<file path="src/rtl/synth_audio_pkg.sv">
// Audio output constants and types shared by the synth engine's output stage.
package synth_audio_pkg;

    localparam int I2S_SLOT_W  = 32;
    localparam int I2S_BCK_DIV = 3;
    localparam int I2S_DATA_W  = 16;

    localparam logic [7:0] UNDERRUN_MAX = 8'd255;

    typedef struct packed {
        logic [I2S_DATA_W-1:0] left;
        logic [I2S_DATA_W-1:0] right;
    } stereo_sample_t;

endpackage

</file>
<file path="src/rtl/utils.sv">
// Shared elaboration-time helpers.
package utils;

    // Bits needed to hold the values 0..value-1; never narrower than one bit.
    function automatic int clogb2(input int value);
        int r;
        r = 0;
        while ((1 << r) < value) r++;
        return (r < 1) ? 1 : r;
    endfunction

endpackage

</file>
<file path="src/rtl/i2s_dac_tx_if.sv">
// Stereo sample handshake between the mixer and the I2S transmitter.
interface i2s_dac_tx_if #(
    parameter int DATA_W = 16
);
    logic              sample_valid;
    logic              sample_ready;
    logic [DATA_W-1:0] lsample;
    logic [DATA_W-1:0] rsample;

    modport master (
        output sample_valid,
        output lsample,
        output rsample,
        input  sample_ready
    );

    modport slave (
        input  sample_valid,
        input  lsample,
        input  rsample,
        output sample_ready
    );
endinterface

</file>
<file path="src/rtl/i2s_bck_gen.sv">
// Bit-clock divider: BCK toggles every BCK_DIV clocks; fall_tick marks the 1->0 edge.
module i2s_bck_gen #(
    parameter int BCK_DIV = 3
) (
    input  logic clk,
    input  logic rst_n,
    output logic bck,
    output logic fall_tick
);

    localparam int                 DIV_W    = utils::clogb2(BCK_DIV);
    localparam logic [DIV_W-1:0]   DIV_LAST = DIV_W'(BCK_DIV - 1);

    logic [DIV_W-1:0] div_cnt_q, div_cnt_d;
    logic             bck_q, bck_d;
    logic             wrap;

    always_comb begin
        wrap      = (div_cnt_q == DIV_LAST);
        div_cnt_d = wrap ? '0 : div_cnt_q + DIV_W'(1);
        bck_d     = wrap ? ~bck_q : bck_q;
    end

    always_ff @(posedge clk) begin
        if (!rst_n) begin
            div_cnt_q <= '0;
            bck_q     <= 1'b0;
        end else begin
            div_cnt_q <= div_cnt_d;
            bck_q     <= bck_d;
        end
    end

    assign bck       = bck_q;
    assign fall_tick = wrap & bck_q;

endmodule

</file>
<file path="src/rtl/i2s_dac_tx.sv">
// I2S transmitter: double-buffers one stereo pair per frame and serialises it
// MSB-first with the standard one-BCK delay after each LRCK transition.
module i2s_dac_tx
    import synth_audio_pkg::*;
#(
    parameter int DATA_W  = I2S_DATA_W,
    parameter int SLOT_W  = I2S_SLOT_W,
    parameter int BCK_DIV = I2S_BCK_DIV
) (
    input  logic          AUDIO_CLK,
    input  logic          iRST_N,
    i2s_dac_tx_if.slave   smp,
    output logic          AUD_BCK,
    output logic          AUD_LRCK,
    output logic          AUD_DATA,
    output logic          frame_start,
    output logic [7:0]    underrun_cnt
);

    localparam int               FRAME_W    = 2 * SLOT_W;
    localparam int               BIT_W      = utils::clogb2(FRAME_W);
    localparam logic [BIT_W-1:0] BIT_LAST   = BIT_W'(FRAME_W - 1);
    localparam logic [BIT_W-1:0] RIGHT_BASE = BIT_W'(SLOT_W);
    localparam logic [BIT_W-1:0] DATA_LAST  = BIT_W'(DATA_W);

    logic fall_tick;

    logic [BIT_W-1:0]  bit_cnt_q, bit_cnt_d;
    logic              lrck_q, lrck_d;
    logic              data_q, data_d;
    logic              fs_q, fs_d;
    logic [7:0]        underrun_q, underrun_d;
    logic              buf_full_q, buf_full_d;
    logic              primed_q, primed_d;
    logic [DATA_W-1:0] hold_l_q, hold_l_d, hold_r_q, hold_r_d;
    logic [DATA_W-1:0] frame_l_q, frame_l_d, frame_r_q, frame_r_d;

    logic [BIT_W-1:0]  bit_nxt;
    logic [BIT_W-1:0]  slot_pos;
    logic              in_right;
    logic              bit_on;
    logic [DATA_W-1:0] chan;
    logic [DATA_W-1:0] chan_sh;

    i2s_bck_gen #(.BCK_DIV(BCK_DIV)) u_bck (
        .clk       (AUDIO_CLK),
        .rst_n     (iRST_N),
        .bck       (AUD_BCK),
        .fall_tick (fall_tick)
    );

    always_comb begin
        bit_cnt_d  = bit_cnt_q;
        lrck_d     = lrck_q;
        data_d     = data_q;
        fs_d       = 1'b0;
        underrun_d = underrun_q;
        buf_full_d = buf_full_q;
        primed_d   = primed_q;
        hold_l_d   = hold_l_q;
        hold_r_d   = hold_r_q;
        frame_l_d  = frame_l_q;
        frame_r_d  = frame_r_q;

        bit_nxt  = (bit_cnt_q == BIT_LAST) ? '0 : bit_cnt_q + BIT_W'(1);
        in_right = (bit_nxt >= RIGHT_BASE);
        slot_pos = in_right ? bit_nxt - RIGHT_BASE : bit_nxt;
        chan     = in_right ? frame_r_q : frame_l_q;
        // Slot position k carries chan[DATA_W-k]; bring that bit down to bit 0.
        chan_sh  = chan >> (DATA_LAST - slot_pos);
        bit_on   = (slot_pos != '0) && (slot_pos <= DATA_LAST);

        if (fall_tick) begin
            bit_cnt_d = bit_nxt;
            lrck_d    = in_right;
            data_d    = bit_on & chan_sh[0];
            if (bit_nxt == '0) begin
                fs_d = 1'b1;
                if (buf_full_q) begin
                    frame_l_d  = hold_l_q;
                    frame_r_d  = hold_r_q;
                    buf_full_d = 1'b0;
                    primed_d   = 1'b1;
                end else if (primed_q && underrun_q != UNDERRUN_MAX) begin
                    underrun_d = underrun_q + 8'd1;
                end
            end
        end

        // An accept only happens with the buffer empty, so it never races a load.
        if (smp.sample_valid && !buf_full_q) begin
            hold_l_d   = smp.lsample;
            hold_r_d   = smp.rsample;
            buf_full_d = 1'b1;
        end
    end

    always_ff @(posedge AUDIO_CLK) begin
        if (!iRST_N) begin
            bit_cnt_q  <= BIT_LAST;
            lrck_q     <= 1'b0;
            data_q     <= 1'b0;
            fs_q       <= 1'b0;
            underrun_q <= '0;
            buf_full_q <= 1'b0;
            primed_q   <= 1'b0;
            hold_l_q   <= '0;
            hold_r_q   <= '0;
            frame_l_q  <= '0;
            frame_r_q  <= '0;
        end else begin
            bit_cnt_q  <= bit_cnt_d;
            lrck_q     <= lrck_d;
            data_q     <= data_d;
            fs_q       <= fs_d;
            underrun_q <= underrun_d;
            buf_full_q <= buf_full_d;
            primed_q   <= primed_d;
            hold_l_q   <= hold_l_d;
            hold_r_q   <= hold_r_d;
            frame_l_q  <= frame_l_d;
            frame_r_q  <= frame_r_d;
        end
    end

    assign smp.sample_ready = !buf_full_q;
    assign AUD_LRCK         = lrck_q;
    assign AUD_DATA         = data_q;
    assign frame_start      = fs_q;
    assign underrun_cnt     = underrun_q;

endmodule
</file>
<file path="src/flat_wrapper.sv">
// flat-port wrapper written by rule: the top's interface ports become plain ports
module i2s_dac_tx_flat import synth_audio_pkg::*;
#(
    parameter int DATA_W  = I2S_DATA_W,
    parameter int SLOT_W  = I2S_SLOT_W,
    parameter int BCK_DIV = I2S_BCK_DIV
)
  (AUDIO_CLK, iRST_N, AUD_BCK, AUD_LRCK, AUD_DATA, frame_start, underrun_cnt, smp_sample_valid, smp_lsample, smp_rsample, smp_sample_ready);
  i2s_dac_tx_if #(.DATA_W(DATA_W)) smp_i ();
  input  logic AUDIO_CLK;
  input  logic iRST_N;
  output logic AUD_BCK;
  output logic AUD_LRCK;
  output logic AUD_DATA;
  output logic frame_start;
  output logic [7:0] underrun_cnt;
  input wire logic [$bits(smp_i.sample_valid)-1:0] smp_sample_valid;
  input wire logic [$bits(smp_i.lsample)-1:0] smp_lsample;
  input wire logic [$bits(smp_i.rsample)-1:0] smp_rsample;
  output wire logic [$bits(smp_i.sample_ready)-1:0] smp_sample_ready;
  assign smp_i.sample_valid = smp_sample_valid;
  assign smp_i.lsample = smp_lsample;
  assign smp_i.rsample = smp_rsample;
  assign smp_sample_ready = smp_i.sample_ready;
  i2s_dac_tx #(.DATA_W(DATA_W), .SLOT_W(SLOT_W), .BCK_DIV(BCK_DIV)) u_core (.AUDIO_CLK(AUDIO_CLK), .iRST_N(iRST_N), .smp(smp_i), .AUD_BCK(AUD_BCK), .AUD_LRCK(AUD_LRCK), .AUD_DATA(AUD_DATA), .frame_start(frame_start), .underrun_cnt(underrun_cnt));
endmodule
</file>
<file path="config.mk">
export PLATFORM = sky130hd
export DESIGN_NAME = i2s_dac_tx_flat
export DESIGN_NICKNAME = d
export VERILOG_FILES = /design/src/rtl/synth_audio_pkg.sv /design/src/rtl/utils.sv /design/src/rtl/i2s_dac_tx_if.sv /design/src/rtl/i2s_bck_gen.sv /design/src/rtl/i2s_dac_tx.sv /design/src/flat_wrapper.sv
export SDC_FILE = /design/constraint.sdc
export NUM_CORES = 1
export LEC_CHECK = 0
export ABC_AREA = 1
export CAP_MARGIN = 5
export CORE_ASPECT_RATIO = 1.4
export CORE_MARGIN = 5
export CORE_UTILIZATION = 59
export DETAILED_ROUTE_END_ITERATION = 10
export GPL_ROUTABILITY_DRIVEN = 0
export PLACE_DENSITY = 0.82
export SKIP_LAST_GASP = 1
export SYNTH_ARGS = -nofsm -noshare
export SYNTH_HDL_FRONTEND = slang
export SYNTH_SLANG_ARGS = --single-unit
</file>
<file path="constraint.sdc">
create_clock -name AUDIO_CLK -period 4.25 [get_ports AUDIO_CLK]
set_input_delay 0.425 -clock AUDIO_CLK [delete_from_list [all_inputs] [get_ports AUDIO_CLK]]
set_output_delay 0.425 -clock AUDIO_CLK [all_outputs]
set_load 0.05 [all_outputs]
</file>
==> results of run 1 <==
[per-stage QoR]
stage          area, um^2  cells  hold WS (ns)  util (%)
2_1_floorplan        3700    492         0.397         -
3_3_place_gp         4120    587         0.407      66.8
3_5_place_dp         4120    587         0.412      66.8
4_1_cts              4320    603         0.425      70.1
5_1_grt              4320    603         0.435      70.1
6_report             4320    603         0.421      70.1
[layer usage]
| layer | global-route usage, % | vias to the layer above |
|---|---|---|
| met1 | 20.7 | 1405 |
| met2 | 35.0 | 53 |
| met4 | 8.38 | 0 |
| li1 | - | 1670 |
| met3 | 4.17 | 18 |
| met5 | 0 | - |
[final cells by class]
| cell class | instances | area share, % |
|---|---|---|
| Clock inverter | 5 | 1.36 |
| Sequential cell | 86 | 39.8 |
| Inverter | 63 | 5.47 |
| Clock buffer | 11 | 3.27 |
| Tap cell | 72 | 2.08 |
| Timing Repair Buffer | 49 | 11.1 |
| Multi-Input combinational cell | 317 | 36.9 |
[cells by family (layout without fill, tap and decap cells)]
group | count (synthesis) | after routing | share of synthesized area, %
buffers and inverters | 89 | 128 | 10.4
flip-flops | 86 | 86 | 46.5
XOR/XNOR | 3 | 3 | 0.710
AO/OA/AOI/OAI | 125 | 125 | 17.5
adder cells (fa/ha/maj) | 5 | 5 | 1.69
AND/OR/NAND/NOR | 184 | 184 | 23.2
[power by group]
part / switching [mW] / internal, mW
logic: 0.114 / 0.0842
registers: 0.0198 / 0.842
clock network: 0.285 / 0.288
total: 0.419 / 1.21
[state kept, by name (all words and copies together) (netlist names), 2 cells and up]
register	cells
u_core.frame_l_q	16
u_core.hold_l_q	16
u_core.hold_r_q	16
u_core.bit_cnt_q	6
u_core.u_bck.div_cnt_q	2
u_core.underrun_cnt	8
u_core.frame_r_q	16
[cell usage in the layout (no fill, tap or decap), drive strengths merged]
cell and instances:
inv 62, nor4 1, o21ai 73, clkinvlp 2, nand3b 1, a21o 1, nand3 47, clkbuf 11
ha 5, nor2 77, a211oi 1, xor2 2, dfxtp 86, clkdlybuf4s50 46, nor3 9, xnor2 1
a31oi 1, buf 3, nand2 46, nand4 2, o211ai 6, nor3b 1, clkinv 3, bufinv 1
a21oi 43
[how the worst max path moves through the flow]
stage / slack (ns) / start / cells after the start / end
6_report: 1.27 / u_core.bit_cnt_q[0]$_SDFFE_PN1P_ / 10 / u_core.frame_r_q[5]$_SDFFE_PN0P_
5_1_grt: 0.91 / u_core.bit_cnt_q[0]$_SDFFE_PN1P_ / 10 / u_core.frame_l_q[1]$_SDFFE_PN0P_
4_1_cts: 1.30 / u_core.bit_cnt_q[0]$_SDFFE_PN1P_ / 10 / u_core.frame_r_q[5]$_SDFFE_PN0P_
3_5_place_dp: 1.25 / u_core.bit_cnt_q[0]$_SDFFE_PN1P_ / 10 / u_core.frame_r_q[5]$_SDFFE_PN0P_
3_3_place_gp: 1.45 / u_core.bit_cnt_q[0]$_SDFFE_PN1P_ / 10 / u_core.frame_r_q[8]$_SDFFE_PN0P_
2_1_floorplan: 2.26 / u_core.u_bck.bck$_SDFFE_PN0P_ / 9 / u_core.underrun_cnt[5]$_SDFFE_PN0P_
[worst register-to-register path, stage by stage (launching register included)]
cell     delay (ns)
dfxtp_1        0.44
ha_1           0.22
nand2_2        0.11
nor2_4         0.16
nor2_1         0.07
nand2_4        0.16
nand2_4        0.16
nor2_4         0.19
nand3_2        0.74
o21ai_0        0.51
a21oi_1        0.07
==> impl_metrics.toml, run 1 <==
[run_status]
status = "completed"

[clocking]
post_cts_buffers = 0
cts_buffer_depth = 2
clock_sinks = 86
htree_levels = 3
cts-resized-gates = 0
clock_latency_ns = 0.36
hold_buffers = 0
clkTransAtPathRegs_ns = 0.09
cts-buffers-inserted = 9
cts_tree = "built"
root_buffer = "clkbuf_8"

[finish]
antenna_cells = 0
nNetsFinal = 566
multi_input_area_um2 = 1590
area_delta_synth_final_pct = 16.8
seqCellArea_um2 = 1720
layout-drive-gt1-share_pct = 7.16
num-fill-cells = 524

[setup_path]
cpLargestDelayFamily = "simple AND/OR/NAND/NOR gates"
crit_slowest_cell = "nand3_2"
start_kind = "flip-flop"
cp-end-kind = "flip-flop"
r2r_cells = 10
path_max_fanout = 63
critPathArrivalTime_ns = 3.19
r2r_start = "u_core.bit_cnt_q[0]$_SDFFE_PN1P_"
critPathBufInv = 0
r2r-end = "u_core.frame_r_q[5]$_SDFFE_PN0P_"
crit_chain = "ha_1 > nand2_2 > nor2_4 > nor2_1 > nand2_4 > nand2_4 > nor2_4 > nand3_2 > o21ai_0 > a21oi_1"
required_ns = 4.47
crit_path_max_incr_delay_ns = 0.74
r2r_slack_ns = 1.27
worstSetupPathType = "reg -> reg"

[detailed_routing]
maxUsedRoutingLayer = "met4"
detail_route.iter0.violations = 180
wl_per_cell_um = 12.3
drc = 0
wl_met1_um = 3190
antenna_left = 0
drt-vias-per-instance = 5.22
routed_wirelength_um = 7420
vias = 3146
route.met2.wl_um = 3800
met3_length_um = 231
first_pass_iters = 5

[timing]
fmax_mhz = 336
max_slew_margin_pct = 31.5
setup_violations = 0
finalHoldViolations = 0
skew_ns = 0.0127
tns_ns = 0
worstMarginPinSlew_ns = 1.03
rsz0062_at_grt = "no"
slew_viol_final = 0
setup_slack_ns = 1.27
fin_crit_sh_pct = 70.0
min_period_ns = 2.98

[placement]
dpl.hpwl_um = 5390
portBuffers = 47
place_ws_ns = 1.25

[die]
die_area_um2 = 7980
ios = 48
num_rows = 34
start_util_pct = 60.0
die_w_um = 76.9
die_h_um = 104
core_area_um2 = 6170

[global_routing]
grt_max_degree = 76
grt_pass1_vias = 3017
grt_overflow = 0
grt_pass1_wl_um = 12900
antenna_found_initial = 0
grt_use_total_pct = 19.2

[min_path]
whs_endpoint = "u_core.u_bck.div_cnt_q[0]$_SDFF_PP0_"
worstHoldStart = "u_core.u_bck.div_cnt_q[0]$_SDFF_PP0_"
worstHoldPathType = "reg -> reg"
hold_depth = 1

[synthesis]
avgSynthCellArea_um2 = 7.52
syn_area_um2 = 3700
synth_async_sr_flop_share_pct = 0
synth.top_cell.area_share_pct = 46.5
synthTopCellsByCount = "86 x dfxtp_1, 72 x nor2_1, 65 x o21ai_0"
yosysSeqAreaShare_pct = 46.5
ys_types = 33
synth_largest_area_cell = "dfxtp_1"
ys_ff_latch = 86
synth_area_leaders = "dfxtp_1 47%, o21ai_0 8.8%, nor2_1 7.3%"
yosysWarningCount = 0
synth_cells = 492
ys.flop_type = "dfxtp_1"
post-synth-top-count-cell = "dfxtp_1"
synth_edf_count = 0
synth_nets = 532

[job]
maxCapViolations = 0

[power]
power_mw = 1.63
peakVddDrop_uv = 305
p_leak_nw = 1.74
pwr_density_cell_nw_per_um2 = 378
No activity file was read; power rests on OpenSTA's default activity.
==> run 2, diff against run 1 <==
Settings changed: CORE_UTILIZATION 59 to 55, PLACE_DENSITY 0.82 to 0.78.
Clock period 4.25 ns to 2.9 ns, I/O delays scaled along.
==> impl_metrics.toml, run 2 (synthesized netlist as in run 1, its figures left out) <==
[run_status]
status = "completed"

[finish]
nNetsFinal = 567
num-fill-cells = 587
mostFrequentLayoutCell = "dfxtp_1"
antenna_cells = 0
final_cell_mix = "86 x dfxtp_1, 72 x nor2_1, 65 x o21ai_0"
area_delta_synth_final_pct = 16.9
layout-drive-gt1-share_pct = 6.95
fin_area_um2 = 4330
final_cells = 606

[timing]
fmax_mhz = 443
slew_viol_final = 0
min_period_ns = 2.26
finalHoldViolations = 0
whs_ns = 0.332
max_slew_margin_pct = 37.7
tns_ns = 0
worstMarginPinSlew_ns = 0.933
fin_crit_sh_pct = 77.8
rsz0062_at_grt = "no"
skew_ns = 0.00671
setup_violations = 0

[setup_path]
required_ns = 3.18
r2r_slack_ns = 0.64
cp_common_cell = "nand2_1"
start_kind = "flip-flop"
startpoint = "u_core.bit_cnt_q[0]$_SDFFE_PN1P_"
critPathArrivalTime_ns = 2.54
r2r_cells = 15
crit_slowest_cell = "dfxtp_1"
critPathBufInv = 2
worstSetupPathType = "reg -> reg"
crit_chain = "ha_1 > nand2_2 > nor2_4 > nand2_2 > nand2_2 > inv_2 > nand2_1 > nand2_1 > inv_2 > nand3_1 > nand2_1 > nand2_1 > nand3_1 > nand3_1 > a21oi_1"
cp-end-kind = "flip-flop"
path_max_fanout = 12
r2r_start = "u_core.bit_cnt_q[0]$_SDFFE_PN1P_"
crit_path_max_incr_delay_ns = 0.43
cpLargestDelayFamily = "simple AND/OR/NAND/NOR gates"
r2r-end = "u_core.AUD_DATA$_SDFFE_PN0P_"

[detailed_routing]
antenna_left = 0
drt-vias-per-instance = 5.28
detail_route.iter0.violations = 214
wl_per_cell_um = 12.4
vias = 3199
routed_wirelength_um = 7530
drc = 0
first_pass_iters = 4

[power]
power_mw = 2.34
pwr_density_cell_nw_per_um2 = 541
peakVddDrop_uv = 382
p_leak_nw = 1.75

[min_path]
whs_endpoint = "u_core.bit_cnt_q[4]$_SDFFE_PN1P_"
hold_depth = 2
worstHoldPathType = "in -> reg"
worstHoldStart = "iRST_N"

[global_routing]
grt_pass1_wl_um = 12900
grt_use_total_pct = 19.2
grt_overflow = 0
grt_max_degree = 67
antenna_found_initial = 0
grt_pass1_vias = 2977

[clocking]
htree_levels = 3
clock_sinks = 86
post_cts_buffers = 0
cts_tree = "built"
cts_buffer_depth = 2
clkTransAtPathRegs_ns = 0.08
root_buffer = "clkbuf_8"
cts-resized-gates = 0
cts-buffers-inserted = 9
hold_buffers = 0
clock_latency_ns = 0.35

[die]
num_rows = 35
die_w_um = 79.3
ios = 48
die_area_um2 = 8490
die_h_um = 107
core_area_um2 = 6570
start_util_pct = 56.3

[placement]
dpl.hpwl_um = 5500
dp.cells = 590
portBuffers = 47
dpl_cell_area_um2 = 4150

[job]
maxCapViolations = 0
-- run 2: metal layers --
layer | share of wire [%] | global-route usage (%)
met5 | 0 | 0
met4 | 3.1 | 9.83
met3 | 4.1 | 4.03
met2 | 51 | 33.9
met1 | 42 | 21.3
-- run 2: worst reg2reg max path: cells and delay by family (launching register included) --
family | cells | cell delay, ns
AND/OR/NAND/NOR | 11 | 1.17
adder cells (fa/ha/maj) | 1 | 0.23
flip-flops | 1 | 0.43
AO/OA/AOI/OAI | 1 | 0.14
buffers and inverters | 2 | 0.23
-- run 2: how the worst max path moves through the flow --
stage / endpoint / slack (ns) / cells after the start
finish: u_core.AUD_DATA$_SDFFE_PN0P_ / 0.64 / 15
global route: u_core.AUD_DATA$_SDFFE_PN0P_ / 0.39 / 14
CTS: u_core.AUD_DATA$_SDFFE_PN0P_ / 0.69 / 15
detailed placement: u_core.AUD_DATA$_SDFFE_PN0P_ / 0.71 / 15
global placement: u_core.frame_r_q[14]$_SDFFE_PN0P_ / 0.82 / 11
floorplan: u_core.underrun_cnt[5]$_SDFFE_PN0P_ / 0.91 / 9
-- run 2: final cells by class --
cell class	count	area, um^2	share of cell area [%]
inverters	63	236	5.46
flip-flops and latches	86	1720	39.8
multi-input cells	317	1590	36.8
clock buffers	12	135	3.12
repair buffers	50	500	11.6
clock inverters	4	47.5	1.10
well taps	74	92.6	2.14
-- run 2: stage by stage --
step,worst slack [ns],util (%)
2_1_floorplan,0.912,-
3_3_place_gp,0.815,63.1
3_5_place_dp,0.715,63.1
4_1_cts,0.692,65.9
5_1_grt,0.387,65.9
6_report,0.643,65.9
-- run 2: report_power, final --
part / switching [mW] / internal (mW)
combinational: 0.168 / 0.125
clock: 0.392 / 0.396
sequential: 0.0273 / 1.23
total: 0.588 / 1.75
==> run 3, diff against run 2 <==
Clock period 2.9 ns to 2.4 ns, I/O delays scaled along.
==> impl_metrics.toml, run 3 (synthesized netlist as in run 1, its figures left out) <==
[run_status]
status = "completed"

[clocking]
cts-buffers-inserted = 9
cts_tree = "built"
clkTransAtPathRegs_ns = 0.09
hold_buffers = 0
cts_buffer_depth = 2
htree_levels = 3
clock_latency_ns = 0.36
clock_sinks = 86
root_buffer = "clkbuf_8"

[timing]
setup_violations = 0
rsz0062_at_grt = "no"
slew_viol_final = 0
skew_ns = 0.0165
tns_ns = 0
min_period_ns = 2.19
fin_crit_sh_pct = 91.2
setup_slack_ns = 0.210
fmax_mhz = 457
whs_ns = 0.301
finalHoldViolations = 0
worstMarginPinSlew_ns = 0.524
max_slew_margin_pct = 65.0

[setup_path]
crit_chain = "ha_1 > nand2_2 > nor2_4 > nor2_1 > nand2_4 > nand2_4 > nor2_4 > nand3_2 > buf_6 > o21ai_0 > a21oi_1"
cp-end-kind = "flip-flop"
start_kind = "flip-flop"
r2r_slack_ns = 0.21
cpLargestDelayFamily = "simple AND/OR/NAND/NOR gates"
critPathBufInv = 1
critPathArrivalTime_ns = 2.42
crit_path_max_incr_delay_ns = 0.44
required_ns = 2.63
path_max_fanout = 66
worstSetupPathType = "reg -> reg"
crit_slowest_cell = "dfxtp_1"

[finish]
final_cells = 611
area_delta_synth_final_pct = 20.1
antenna_cells = 0
layout-drive-gt1-share_pct = 8.38
nNetsFinal = 572
final_cell_mix = "86 x dfxtp_1, 72 x nor2_1, 65 x o21ai_0"
fin_area_um2 = 4440
mostFrequentLayoutCell = "dfxtp_1"
num-fill-cells = 575

[global_routing]
grt_pass1_wl_um = 13400
grt_max_degree = 67
grt_overflow = 0
antenna_found_initial = 0
grt_pass1_vias = 3138
grt_use_total_pct = 19.7

[placement]
portBuffers = 47
place_ws_ns = 0.196
dpl_cell_area_um2 = 4170
dp.cells = 595
dpl.hpwl_um = 5700

[detailed_routing]
vias = 3255
detail_route.iter0.violations = 140
drc = 0
wl_per_cell_um = 13.1
first_pass_iters = 4
drt-vias-per-instance = 5.33
routed_wirelength_um = 7980
antenna_left = 0

[die]
num_rows = 35
start_util_pct = 56.3
die_w_um = 79.3
core_area_um2 = 6570
ios = 48
die_area_um2 = 8490
die_h_um = 107

[job]
maxCapViolations = 0

[min_path]
worstHoldPathType = "in -> reg"

[power]
pwr_density_cell_nw_per_um2 = 724
peakVddDrop_uv = 509
p_leak_nw = 1.81
-- run 3: cell types whose count changed in the layout (fill, tap and decap cells not counted) --
cell	change
buf_6	+1
clkbuf_8	+1
bufinv_16	+3
clkinv_2	-1
buf_12	-1
clkbuf_1	-3
buf_4	+5
-- run 3: power by group --
part / total, mW / switching (mW) / internal (mW)
clock: 1.33 / 0.510 / 0.823
sequential: 1.53 / 0.0347 / 1.49
combinational: 0.362 / 0.207 / 0.155
-- run 3: area by class of cell --
| cell class | count | area (um^2) | area share (%) |
|---|---|---|---|
| tap | 74 | 92.6 | 2.08 |
| timing repair buffer | 55 | 529 | 11.9 |
| inverter | 63 | 236 | 5.32 |
| clock inverter | 6 | 133 | 2.98 |
| sequential | 86 | 1720 | 38.7 |
| clock buffer | 10 | 138 | 3.10 |
| multi-input combinational | 317 | 1590 | 35.9 |
-- run 3: stage by stage --
stage               power (mW)  util (%)
CTS                       3.23      67.6
detailed placement        1.92      63.5
finish                    3.22      67.7
global placement          1.91      63.5
global route              3.36      67.7
floorplan                 1.80         -
-- run 3: worst register-to-register path, cell delays in order (launching register included) --
cell	delay (ns)
dfxtp_1	0.44
ha_1	0.22
nand2_2	0.12
nor2_4	0.16
nor2_1	0.08
nand2_4	0.16
nand2_4	0.08
nor2_4	0.17
nand3_2	0.10
buf_6	0.23
o21ai_0	0.24
a21oi_1	0.06
-- run 3: worst paths after layout --
kind / from / end / cells past startpoint
setup / recovery: u_core.bit_cnt_q[0]$_SDFFE_PN1P_ / u_core.frame_l_q[11]$_SDFFE_PN0P_ / 11
hold / removal: iRST_N / u_core.hold_r_q[12]$_SDFFE_PN0P_ / 3
setup reg to reg: u_core.bit_cnt_q[0]$_SDFFE_PN1P_ / u_core.frame_l_q[11]$_SDFFE_PN0P_ / 11
hold reg to reg: u_core.u_bck.div_cnt_q[0]$_SDFF_PP0_ / u_core.u_bck.div_cnt_q[0]$_SDFF_PP0_ / 1
-- run 3: layer usage --
metal | global-route usage (%) | up-vias | wire length [um]
met4 | 10.9 | 0 | 283
li1 | - | 1680 | -
met2 | 34.4 | 78 | 4060
met1 | 22.0 | 1472 | 3330
met3 | 4.20 | 25 | 304
met5 | 0 | - | 0
-- run 3: repair_timing --
| item | CTS | global route |
|---|---|---|
| endpoints found under the setup margin | 0 | 9 |
| setup buffers | 0 | 0 |
| gates resized for setup | 0 | 1 |
